## config.mk

```make
export PLATFORM = sky130hd
export DESIGN_NAME = full_adder_32b
export DESIGN_NICKNAME = d
export VERILOG_FILES = /design/src/rtl/full_adder_32b_pkg.sv /design/src/rtl/full_adder_32b_cla.sv /design/src/rtl/full_adder_32b.sv
export SDC_FILE = /design/constraint.sdc
export NUM_CORES = 1
export LEC_CHECK = 0
export ABC_AREA = 1
export CORE_MARGIN = 4
export CORE_UTILIZATION = 50
export DETAILED_ROUTE_END_ITERATION = 12
export DONT_BUFFER_PORTS = 1
export GPL_ROUTABILITY_DRIVEN = 0
export PLACE_DENSITY = 0.61
export SYNTH_ARGS = -nofsm -noshare
export SYNTH_HDL_FRONTEND = slang
export SYNTH_SLANG_ARGS = --single-unit
```

## constraint.sdc

```tcl
create_clock -name clk -period 4.8 [get_ports clk]
set_input_delay 1.2 -clock clk [delete_from_list [all_inputs] [get_ports clk]]
set_output_delay 1.2 -clock clk [all_outputs]
set_load 0.01 [all_outputs]
```

## src/rtl/full_adder_32b_pkg.sv

```systemverilog
// Shared types and constants for the registered add/subtract datapath.
package full_adder_32b_pkg;

    // Width of one carry-lookahead slice.
    localparam int unsigned CLA_W = 4;

    // Operation selected by the adder carry-in pin.
    typedef enum logic {
        OP_ADD = 1'b0,
        OP_SUB = 1'b1
    } op_e;

endpackage

```

## src/rtl/full_adder_32b_cla.sv

```systemverilog
// 4-bit carry-lookahead slice with group propagate/generate outputs.
module cla_4b
    import full_adder_32b_pkg::*;
(
    input  logic [CLA_W-1:0] a,
    input  logic [CLA_W-1:0] b,
    input  logic             ci,
    output logic [CLA_W-1:0] s,
    output logic             co,
    output logic             pg,
    output logic             gg
);

    logic [CLA_W-1:0] p;
    logic [CLA_W-1:0] g;
    logic [CLA_W:0]   c;

    // Per-bit propagate/generate, flattened lookahead carries, sum and group terms.
    always_comb begin
        p = a ^ b;
        g = a & b;
        c[0] = ci;
        c[1] = g[0] | (p[0] & ci);
        c[2] = g[1] | (p[1] & g[0]) | (p[1] & p[0] & ci);
        c[3] = g[2] | (p[2] & g[1]) | (p[2] & p[1] & g[0])
             | (p[2] & p[1] & p[0] & ci);
        gg   = g[3] | (p[3] & g[2]) | (p[3] & p[2] & g[1])
             | (p[3] & p[2] & p[1] & g[0]);
        pg   = &p;
        c[4] = gg | (pg & ci);
        s    = p ^ c[CLA_W-1:0];
        co   = c[4];
    end

endmodule

```

## src/rtl/full_adder_32b.sv

```systemverilog
// Registered WIDTH-bit add/subtract unit: cin=0 adds, cin=1 subtracts
// (a + ~b + 1). cout is carry-out when adding and borrow-out when subtracting.
module full_adder_32b
    import full_adder_32b_pkg::*;
#(
    parameter int unsigned WIDTH = 32
) (
    input  logic             clk,
    input  logic             rst,
    input  logic [WIDTH-1:0] a,
    input  logic [WIDTH-1:0] b,
    input  logic             cin,
    output logic [WIDTH-1:0] sum,
    output logic             cout
);

    localparam int unsigned NSLICE = WIDTH / CLA_W;

    op_e              op;
    logic [WIDTH-1:0] b_eff;
    logic [WIDTH-1:0] sum_next;
    logic [NSLICE:0]  carry;
    logic [NSLICE-1:0] slice_pg;
    logic [NSLICE-1:0] slice_gg;
    logic [NSLICE-1:0] unused_slice_co;
    logic             cout_next;

    assign op = op_e'(cin);

    // Conditional inversion of operand B; cin doubles as the +1 for subtract.
    always_comb begin
        b_eff = b ^ {WIDTH{op == OP_SUB}};
    end

    // Second-level chain: slice carries are derived from group P/G, so the
    // per-slice carry-out ports are redundant and left unused.
    always_comb begin
        carry = '0;
        carry[0] = cin;
        for (int unsigned i = 0; i < NSLICE; i++) begin
            carry[i+1] = slice_gg[i] | (slice_pg[i] & carry[i]);
        end
    end

    for (genvar gi = 0; gi < NSLICE; gi++) begin : g_slice
        cla_4b u_cla (
            .a  (a[gi*CLA_W +: CLA_W]),
            .b  (b_eff[gi*CLA_W +: CLA_W]),
            .ci (carry[gi]),
            .s  (sum_next[gi*CLA_W +: CLA_W]),
            .co (unused_slice_co[gi]),
            .pg (slice_pg[gi]),
            .gg (slice_gg[gi])
        );
    end

    // Subtract reports borrow, which is the inverted internal carry.
    always_comb begin
        cout_next = carry[NSLICE] ^ (op == OP_SUB);
    end

    // Output registers with synchronous reset taking priority over operands.
    always_ff @(posedge clk) begin
        if (rst) begin
            sum  <= '0;
            cout <= 1'b0;
        end else begin
            sum  <= sum_next;
            cout <= cout_next;
        end
    end

endmodule

```

==> results.md, run 1 <==
STA:
- The final number of max-transition violations came to 0.
- In this run the tightest slew margin relative to its limit is 0.677.
- For the final routed database, the setup TNS stands at 0 ps.
- The pin slew with the least headroom to its limit is about 480 ps.
- The number of hold violations in the final report is 0.
- The final worst-path setup slack is about 1600 ps.
- The time the worst path needs with I/O delays and setup is 3240 ps.
- Setup violations remaining at the end of the flow were counted as 0.
- Setup repair after global routing left no endpoint under its margin.
- The share of the clock period used by the worst path after layout is 0.676.
- The highest achievable clock rate is 308 MHz.

Clock tree:
- The clock-pin slew reported for the worst setup and hold paths after clock tree synthesis is 70 ps.
- TritonCTS built the clock tree.
- The number of buffers created by CTS is 5.
- The count of instances resized after the clock tree is built is 0.
- Post-CTS timing repair inserted 0 buffers for setup.
- The hold buffer count at cts is 0.
- The number of sinks driven by the clock tree is 33.
- The deepest clock path buffer count is 2.
- The tree is rooted in a sky130_fd_sc_hd__clkbuf_8.
- CTS built an H-tree with a depth of 2.

Placed design:
- The placement-stage worst setup slack is 1240 ps.
- The placement-stage cell area is 2520 µm².
- Input and output buffers added on the ports amount to 0.
- The estimated wirelength of the detail-placed design is 3940 µm.

Logic synthesis:
- The count of state elements after synthesis is 33.
- The number of warnings printed during yosys synthesis is 0.
- In this run, synthesis inferred 0 flip-flops with an integrated enable.
- Synthesis produced a netlist whose cell count is between 300 and 400.
- The synthesized design spends more area on one cell type than any other, namely sky130_fd_sc_hd__dfxtp_1.
- The synthesized area per cell is 7.69 µm².
- The share of the Yosys chip area taken by registers is 0.267.
- The async set-or-reset flop fraction in the synthesized netlist is 0.
- Sorting the synthesized cells by how often they occur yields sky130_fd_sc_hd__inv_1, sky130_fd_sc_hd__nor2_1, sky130_fd_sc_hd__nand2_1, sky130_fd_sc_hd__dfxtp_1.
- In the post-synthesis netlist, the cell with the most instances is sky130_fd_sc_hd__inv_1.
- In the synthesized netlist the dominant register cell turns out to be sky130_fd_sc_hd__dfxtp_1.
- The number of nets in the synthesized netlist is 427.
- The share of synthesized area in the top cell type comes to 0.267.
- Yosys attributes the largest share of cell area to sky130_fd_sc_hd__dfxtp_1, sky130_fd_sc_hd__ha_1, sky130_fd_sc_hd__xor2_1, sky130_fd_sc_hd__inv_1, sky130_fd_sc_hd__nor2_1.
- The post-synthesis instance area is between 2000 and 2500 µm².
- The number of different library cells in the post-synthesis netlist is 26.

Floorplanning:
- For this configuration, the core starts out at a cell density of 0.519.
- The die is around 78 µm tall.
- The floorplan has 25 rows.
- The die is ~80 µm wide.
- The total die area is 6130 µm².
- The placeable core region is 4750 µm².
- Pin placement for this block handled 100 I/O pins.

Global routing:
- The number of global-route vias before repair is between 1500 and 2000.
- The total global routing track utilization is 0.164.
- The total overflow left after global routing is 0.
- The first global-routing pass estimated between 7000 and 8000 µm of wire.
- The number of antenna violations at the first check in global routing is 0.
- The pin count of the biggest net entering global routing is 37.

Pwr:
- Of the total power, registers draw 0.427.
- The static leakage is 1.36 nW.
- The switching power share of the total is 0.342.
- The switching power total is 293 µW.
- The share of total power dissipated in the clock network is 0.271.
- The maximum vdd drop is 0.149 mV.
- The power density over the cells is 327 nW/µm².
- Internal power comes to 563 µW.
- The relative contribution of combinational cells to total power is 0.302.

Setup path:
- The maximum net fanout on the critical path is 36.
- STA classifies the critical path startpoint as an input pin.
- The cell repeated most along the worst path is sky130_fd_sc_hd__nand2_1.
- The family of cells with the greatest summed delay on the critical path is simple AND/OR/NAND/NOR gates.
- Counting both buffers and inverters, the worst setup path holds a total of 1.
- The arrival time at the worst endpoint is around 3400 ps.
- The required time of the critical path is approximately 5000 ps.
- The critical path is of the input pin to register type.
- The largest individual stage delay along the critical path comes from the cell sky130_fd_sc_hd__fa_1.
- The critical path goes through xor2_1 > ha_1 > nand2_4 > nand2_2 > nand3_2 > nand2_1 > nand2_1 > nand2_1 > nand2_1 > nand2_1 > nand2_1 > nand2_1 > nand2_1 > nand2_1 > nand2_1 > nand2_2 > nand2_2 > nand2_4 > inv_1 > fa_1 > xor2_1 > nor2_1.
- The nature of the critical path endpoint is a register.
- The largest single stage delay on the critical path is 400 ps.

Routing:
- The number of iterations in the first detailed-routing pass is 4.
- The detail-routed net length per standard cell is 12.6 µm.
- The initial detailed-routing violation count is 48.
- The routed wire length is 4900 µm.
- Summing over every cut layer, the via total after detailed routing is about 1900.
- The detail route stage leaves a number of antenna-violating nets equal to 0.
- The number of vias per cell after detailed routing is 4.84.
- After detailed routing, the number of remaining DRC violations is 0.

Min path:
- The min-delay analysis places its worst path in the category input pin to register.

Cells and area:
- 0 antenna diodes ended up in the layout.
- Of the cells placed in the final design, the portion with a size suffix greater than 1 is 0.0559.
- The post-route cell area is 2620 µm².
- The net count of the finished layout is 427.
- The area added between synthesis and finish is 6.08%.
- The count of filler cells inserted in the layout is 479.

Outcome:
- The run finished with clean final reports.

Job:
- The tool flagged a number of max-cap violations equal to 0.
[per-layer routing]
layer | wire [µm] | part of all wire | up-vias | global-route usage
li1 | - | - | 1005 | -
met1 | 2000 | 0.41 | 819 | 0.171
met2 | 2510 | 0.51 | 53 | 0.302
met3 | 352 | 0.072 | 4 | 0.0619
met4 | 36 | 0.0073 | 0 | 0.0524
met5 | 0 | 0 | - | 0
[power groups by stage]
stage	clock network (mW)	registers, mW	logic [mW]
global placement	0	0.374	0.257
CTS	0.243	0.368	0.264
global route	0.250	0.370	0.306
detailed placement	0	0.373	0.262
finish	0.232	0.366	0.259
floorplan	0	0.366	0.231
[stage by stage]
| step | total power, mW | cells | hold WS [ps] | util |
|---|---|---|---|---|
| after global placement | 0.631 | 381 | 1270 | 0.530 |
| after floorplan | 0.596 | 321 | 1390 | - |
| after global routing | 0.927 | 389 | 955 | 0.551 |
| after detailed placement | 0.635 | 381 | 1270 | 0.530 |
| final | 0.856 | 389 | 974 | 0.551 |
| after CTS | 0.875 | 389 | 961 | 0.551 |
[logic make-up after synthesis]
| kind of cell | after synthesis | synth area share |
|---|---|---|
| adder cells (fa/ha/maj) | 39 | 0.219 |
| AO/OA/AOI/OAI | 49 | 0.106 |
| AND/OR/NAND/NOR | 104 | 0.179 |
| XOR/XNOR | 39 | 0.138 |
| flip-flops | 33 | 0.267 |
| buffers and inverters | 57 | 0.0902 |
[registers in the layout, summed over array words and instances (netlist names)]
name	flops
sum	32
cout	1
[layout make-up]
class                           count  area [µm²]  area share
Clock inverter                      1        5.00     0.00191
Tap cell                           67        83.8      0.0320
Sequential cell                    33         661       0.252
Inverter                           50         188      0.0716
Clock buffer                        7        96.3      0.0368
Multi-Input combinational cell    231        1590       0.606
[placed cells by master (no fill, tap or decap)]
master,count
sky130_fd_sc_hd__inv_1,50
sky130_fd_sc_hd__nor2_1,43
sky130_fd_sc_hd__nand2_1,41
sky130_fd_sc_hd__dfxtp_1,33
sky130_fd_sc_hd__xor2_1,32
sky130_fd_sc_hd__ha_1,32
sky130_fd_sc_hd__a21oi_1,31
sky130_fd_sc_hd__o21ai_0,11
sky130_fd_sc_hd__xnor2_1,7
sky130_fd_sc_hd__fa_1,7
sky130_fd_sc_hd__clkbuf_8,7
sky130_fd_sc_hd__nand2_2,6
sky130_fd_sc_hd__nand3_1,5
sky130_fd_sc_hd__nor3_1,4
sky130_fd_sc_hd__nand2_4,2
sky130_fd_sc_hd__o21bai_1,2
sky130_fd_sc_hd__o21ai_1,2
sky130_fd_sc_hd__nand3_2,1
sky130_fd_sc_hd__o21ai_2,1
sky130_fd_sc_hd__and2_1,1
sky130_fd_sc_hd__a211oi_1,1
sky130_fd_sc_hd__and3_1,1
sky130_fd_sc_hd__o311a_1,1
sky130_fd_sc_hd__clkinv_2,1
[path summary, 6_finish.rpt]
check,start,to,slack (ps),cells after the start
max,cin,sum[29],1560,22
min,rst,sum[12],970,1
(Power assumes the default switching activity.)
==> run 2, diff against run 1 <==
PLACE_DENSITY = 0.64   (was 0.61)
clock period = 2.9 ns   (was 4.8 ns; I/O delays follow)
==> results.md, run 2 (synthesis gave the netlist of run 1 again) <==
Min path:
- The worst hold endpoint is sum[12].
- The cell depth of the worst min-delay path is 1 (unchanged).
- The worst hold path begins at rst.
- In this run the worst hold path is classified as input pin to register.

Routing:
- The number of iterations in the first detailed-routing pass was 4 (unchanged).
- The initial detailed-routing violation count was 41 (-15%).
- The total number of vias was 1921 (+2.1%).
- The number of nets still failing antenna checks after routing came to 0 (unchanged).
- The number of vias per cell after detailed routing is 4.84 (about the same).
- The routed wire length came to 4910 µm (+0.20%).
- The DRC violations left is 0 (unchanged).
- The detail-routed net length per standard cell is 12.4 µm (-1.8%).

Global routing:
- The global-route congestion overflow total is 0 (unchanged).
- The global-route wire length before repair is 7900 µm (-0.52%).
- The total global routing track utilization is 0.164 (-0.000569).
- The number of global-route vias before repair is 1841 (+0.38%).
- The pin count of the biggest net entering global routing came to 37 (unchanged).
- The number of antenna violations at the first check in global routing is 0 (unchanged).

Floorplanning:
- The placeable core region is 4750 µm² (unchanged).
- The overall die height is 78.3 µm (unchanged).
- The I/O pin total came to 100 (unchanged).
- The total die area is 6130 µm² (unchanged).
- The effective utilization at floorplan is 0.519 (unchanged).
- The row count is 25 (unchanged).
- The die boundary width is 78.3 µm (unchanged).

Cells and area:
- The library cell used most frequently in the layout, excluding fill and tap cells, is sky130_fd_sc_hd__inv_1.
- The top cell types in the final layout, fill and taps aside, are sky130_fd_sc_hd__inv_1, sky130_fd_sc_hd__nor2_1, sky130_fd_sc_hd__nand2_1.
- The ratio of cells with drive above 1 in the final layout is 0.0909 (+0.0350).
- The area added between synthesis and finish is 8.81%.
- The register containing the most flip-flops in the final layout is sum.
- The flip-flop count of the largest register after layout was 32 (unchanged).
- The largest registers in the layout are sum x32, cout x1.
- The number of diodes is 0 (unchanged).
- The number of nets in the finished design is 436 (+2.1%).
- The count of filler cells inserted in the layout is 456 (-4.8%).

Outcome:
- The flow ran to the end, and the final reports show no timing, DRC or antenna violations.

Job:
- The max-cap check violation count is 0 (unchanged).

Pwr:
- The static leakage is 1.40 nW (+2.7%).
- The final total power is 1.42 mW (+65%).
- The maximum vdd drop is 0.185 mV (+25%).
- The power density over the cells was 527 nW/µm² (+61%).

Clock tree:
- The number of buffers created by CTS is 5 (unchanged).
- TritonCTS built the clock tree.
- The hold buffer count at cts came to 0 (unchanged).
- The number of sinks driven by the clock tree came to 33 (unchanged).
- The cell chosen for the clock root is sky130_fd_sc_hd__clkbuf_8.
- The deepest clock path buffer count is 2 (unchanged).
- The clock-pin slew reported for the worst setup and hold paths after clock tree synthesis is 70 ps (about the same).
- The number of H-tree branching levels is 2 (unchanged).

STA:
- Derived from the worst setup path, the maximum achievable clock frequency is 375 MHz.
- The total of endpoints with negative setup slack in the final report is 0 (unchanged).
- The number of hold violations in the final report is 0 (unchanged).
- The final number of max-transition violations is 0 (unchanged).
- The time the worst path needs with I/O delays and setup is 2670 ps.
- Setup repair after global routing left no endpoint under its margin.
- The pin slew with the least headroom to its limit was 469 ps (-14.4 ps).
- The final sum of negative setup slack is 0 ps (unchanged).
- Of the available clock period, the critical path in the final layout requires 0.920.
- The relative max-transition margin is 0.687 (+0.00963).

Placed design:
- The estimated wirelength of the detail-placed design is 3960 µm (+0.52%).
- The number of port buffers is 0 (unchanged).

Setup path:
- The nature of the critical path endpoint is a register.
- The worst setup path is of the input pin to register kind.
- The required time of the critical path is 3080 ps (-1900 ps).
- STA classifies the critical path startpoint as an input pin.
- The maximum net fanout on the critical path came to 36 (unchanged).
- The arrival time at the worst endpoint is 2850 ps (-570 ps).
==> run 2: repair_timing <==
action                                  4_1_cts  5_1_grt
buffers inserted                              0        0
endpoints found under the setup margin        0        1
endpoints found under the hold margin         0        0
gates resized for setup                       0        1
==> run 2: layout make-up <==
type,count,area [µm²],area share
multi-input combinational,231,1600,0.596
sequential,33,661,0.246
timing repair buffer,9,67.6,0.0251
inverter,50,188,0.0698
clock buffer,7,86.3,0.0321
tap,67,83.8,0.0312
==> run 2: how the worst max path moves through the flow <==
stage | startpoint | end | slack (ps)
finish | cin | sum[28] | 230
global route | b[3] | sum[29] | 6
detailed placement | b[3] | sum[29] | -90
CTS | b[0] | sum[29] | 210
floorplan | cin | sum[28] | -200
global placement | b[0] | sum[28] | -60
==> run 2: stage by stage <==
step	cell area, µm²	util	worst slack, ps	std cells	hold slack (ps)
after CTS	2680	0.564	211	397	490
after floorplan	2520	-	-197	321	918
after detailed placement	2590	0.546	-89.1	390	799
after global routing	2690	0.565	5.62	397	489
after global placement	2590	0.546	-61.7	390	796
final	2690	0.565	232	397	501
==> run 2: routing by layer <==
metal | track usage | vias to the layer above | wire length [µm]
met5 | 0 | - | 0
met4 | 0.0524 | 0 | 65
met3 | 0.0596 | 6 | 360
met2 | 0.293 | 57 | 2510
met1 | 0.179 | 836 | 1980
li1 | - | 1022 | -
==> run 2: power breakdown <==
group          total (mW)  internal, mW  switching (mW)
combinational       0.460         0.206           0.254
sequential          0.605         0.535          0.0704
clock               0.351         0.188           0.163
total                1.42         0.930           0.487
==> run 2: worst max-delay path, stage by stage <==
cell and delay [ps]:
sky130_fd_sc_hd__xor2_1 130, sky130_fd_sc_hd__ha_1 340, sky130_fd_sc_hd__nand2_4 60, sky130_fd_sc_hd__nand2_2 70, sky130_fd_sc_hd__nand3_2 70, sky130_fd_sc_hd__nand2_1 80
sky130_fd_sc_hd__nand2_1 50, sky130_fd_sc_hd__nand2_1 80, sky130_fd_sc_hd__nand2_1 50, sky130_fd_sc_hd__nand2_1 70, sky130_fd_sc_hd__nand2_1 50, sky130_fd_sc_hd__nand2_1 90
sky130_fd_sc_hd__nand2_1 60, sky130_fd_sc_hd__nand2_1 70, sky130_fd_sc_hd__nand2_1 60, sky130_fd_sc_hd__nand2_2 80, sky130_fd_sc_hd__nand2_2 60, sky130_fd_sc_hd__nand2_4 60
sky130_fd_sc_hd__inv_2 40, sky130_fd_sc_hd__fa_2 510, sky130_fd_sc_hd__nor2_1 40
==> run 3, diff against run 2 <==
SETUP_SLACK_MARGIN = 0.02   (was not set)
==> results.md, run 3 (synthesis gave the netlist of run 1 again) <==
Floorplanning:
- The total die area is 6130 µm² (unchanged).
- The overall die height is 78.3 µm (unchanged).
- The I/O pin total was 100 (unchanged).
- The placeable core region is 4750 µm² (unchanged).
- The die boundary width was 78.3 µm (unchanged).
- The effective utilization at floorplan is 0.519 (unchanged).
- The row count is 25 (unchanged).

STA:
- The pin slew with the least headroom to its limit was 456 ps (-13.2 ps).
- The time the worst path needs with I/O delays and setup came to 2640 ps (-28.1 ps).
- The final sum of negative setup slack is 0 ps (unchanged).
- The relative max-transition margin is 0.696 (+0.00880).
- Setup repair after global routing left no endpoint under its margin.
- The highest achievable clock rate is 379 MHz (+1.1%).
- The final number of max-transition violations is 0 (unchanged).
- The total of endpoints with negative setup slack in the final report came to 0 (unchanged).
- The final worst-path setup slack is 260 ps (+28.1 ps).
- The worst-case hold slack is 500 ps (-0.848 ps).
- The share of the clock period used by the worst path after layout is 0.910 (-0.00967).
- The number of hold violations in the final report was 0 (unchanged).

Clock tree:
- The deepest clock path buffer count is 2 (unchanged).
- The number of setup buffers added after CTS is 0 (unchanged).
- CTS placed an instance of sky130_fd_sc_hd__clkbuf_8 at the clock tree root.
- The number of buffers created by CTS is 5 (unchanged).
- The number of H-tree branching levels is 2 (unchanged).
- The CTS tree is built.
- The number of sinks driven by the clock tree is 33 (unchanged).
- The clock-pin slew reported for the worst setup and hold paths after clock tree synthesis is 70 ps (about the same).

Setup path:
- The kind of start point of the critical path is an input pin.
- The required time of the critical path was 3080 ps (about the same).
- The cell repeated most along the worst path is sky130_fd_sc_hd__nand2_1.
- The buffering stage count on the worst path with inverters included came to 1 (unchanged).
- The critical path goes through xor2_1 > ha_1 > nand2_4 > nand2_2 > nand3_2 > nand2_2 > nand2_1 > nand2_1 > nand2_1 > nand2_2 > nand2_1 > nand2_2 > nand2_1 > nand2_1 > nand2_1 > nand2_2 > nand2_2 > nand2_4 > inv_2 > fa_2 > nor2_1.
- The critical path in this run is classified as input pin to register.
- Tracing the worst setup path back leads to its startpoint at cin.
- The largest stage delay on the critical path is 510 ps (about the same).
- STA classifies the critical path endpoint as a register.
- The arrival time at the worst endpoint came to 2820 ps (-30 ps).
- Grouping stages by cell kind, the critical path spends the most delay in simple AND/OR/NAND/NOR gates.
- The cell with the largest stage delay on the worst path is sky130_fd_sc_hd__fa_2.
- The maximum net fanout on the critical path is 36 (unchanged).

Global routing:
- The peak-usage layer in the global routing report is met2.
- The met1 track demand over resource in global routing came to 0.191 (+0.0129).
- The met2 usage is 0.299 (+0.00599).
- The global-route congestion overflow total is 0 (unchanged).
- The met3 routing resource usage after global routing is 0.0677 (+0.00803).
- The number of global-route vias before repair is 1872 (+1.7%).
- The total global routing track utilization was 0.171 (+0.00707).
- The pin count of the biggest net entering global routing was 37 (unchanged).
- The global-route wire length before repair is 8260 µm (+4.5%).
- The number of antenna violations at the first check in global routing is 0 (unchanged).

Outcome:
- The run finished with clean final reports.

Pwr:
- The power density over the cells is 529 nW/µm² (+0.26%).
- The static leakage came to 1.40 nW (about the same).
- The maximum vdd drop is 0.230 mV (+24%).
- The final total power is 1.43 mW (+0.64%).

Cells and area:
- From synthesis to final layout, the design area changed by 9.22%.
- The number of diodes is 0 (unchanged).
- The final standard cell count with taps included and fillers excluded is 397 (unchanged).
- The count of filler cells inserted in the layout was 466 (+2.2%).
- The register containing the most flip-flops in the final layout is sum.
- The number of nets in the finished design came to 436 (unchanged).
- Leaving out fill and tap cells, the most frequent cell in the layout is sky130_fd_sc_hd__inv_1.
- The flip-flop count of the largest register after layout is 32 (unchanged).
- The ratio of cells with drive above 1 in the final layout is 0.103 (+0.0121).
- The library cells used most frequently in the layout, excluding fill and tap cells, are sky130_fd_sc_hd__inv_1, sky130_fd_sc_hd__nor2_1, sky130_fd_sc_hd__nand2_1.
- In the final layout, the registers with the most flip-flops are sum x32, cout x1.

Placed design:
- The post-placement cell count was 390 (unchanged).
- The number of port buffers came to 0 (unchanged).
- The placement-stage worst setup slack is -95.3 ps (-6.18 ps).
- The estimated wirelength of the detail-placed design is 4110 µm (+3.7%).

Routing:
- The DRC violations left is 0 (unchanged).
- The routed wire length was 5140 µm (+4.6%).
- The total number of vias is 1965 (+2.3%).
- The initial detailed-routing violation count is 45 (+9.8%).
- The number of nets still failing antenna checks after routing is 0 (unchanged).
- The detail-routed net length per standard cell is 12.9 µm (+4.6%).
- The number of vias per cell after detailed routing is 4.95 (+2.3%).
- The number of iterations in the first detailed-routing pass is 5 (+1).

Min path:
- The worst hold path begins at rst.
- In this run the worst hold path is classified as input pin to register.

Job:
- The max-cap check violation count is 0 (unchanged).
-- run 3: cell counts in the layout (fill, tap and decap cells not counted) --
No cell type changed its count.
-- run 3: worst paths after layout --
kind              endpoint  slack, ps  cells after the start
setup / recovery   sum[28]        260                     21
hold / removal     sum[12]        500                      1
-- run 3: per-layer routing --
layer | vias to the layer above | share of wire
met5 | - | 0
met4 | 0 | 0.011
met3 | 6 | 0.079
met2 | 62 | 0.49
met1 | 868 | 0.42
li1 | 1029 | -
-- run 3: cell type report --
type | count | area [µm²] | share of cell area
Sequential cell | 33 | 661 | 0.245
Clock buffer | 7 | 86.3 | 0.0320
Inverter | 50 | 188 | 0.0696
Multi-Input combinational cell | 231 | 1610 | 0.597
Timing Repair Buffer | 9 | 67.6 | 0.0250
Tap cell | 67 | 83.8 | 0.0311
-- run 3: repair_timing --
action | 4_1_cts | 5_1_grt
hold buffers | 0 | 0
hold endpoints to repair | 0 | 0
resized for setup | 0 | 4
setup endpoints to repair | 0 | 2
-- run 3: power by group --
| group | internal, mW | switching (mW) | total, mW | leakage, nW |
|---|---|---|---|---|
| Sequential | 0.535 | 0.0714 | 0.606 | 0.275 |
| Combinational | 0.208 | 0.258 | 0.467 | 1.08 |
| Clock | 0.188 | 0.165 | 0.353 | 0.0443 |
| Total | 0.932 | 0.494 | 1.43 | 1.40 |
-- run 3: metrics by stage --
stage	area, µm²	util
3_3_place_gp	2600	0.546
4_1_cts	2680	0.564
3_5_place_dp	2600	0.546
6_report	2700	0.567
5_1_grt	2700	0.567
2_1_floorplan	2520	-
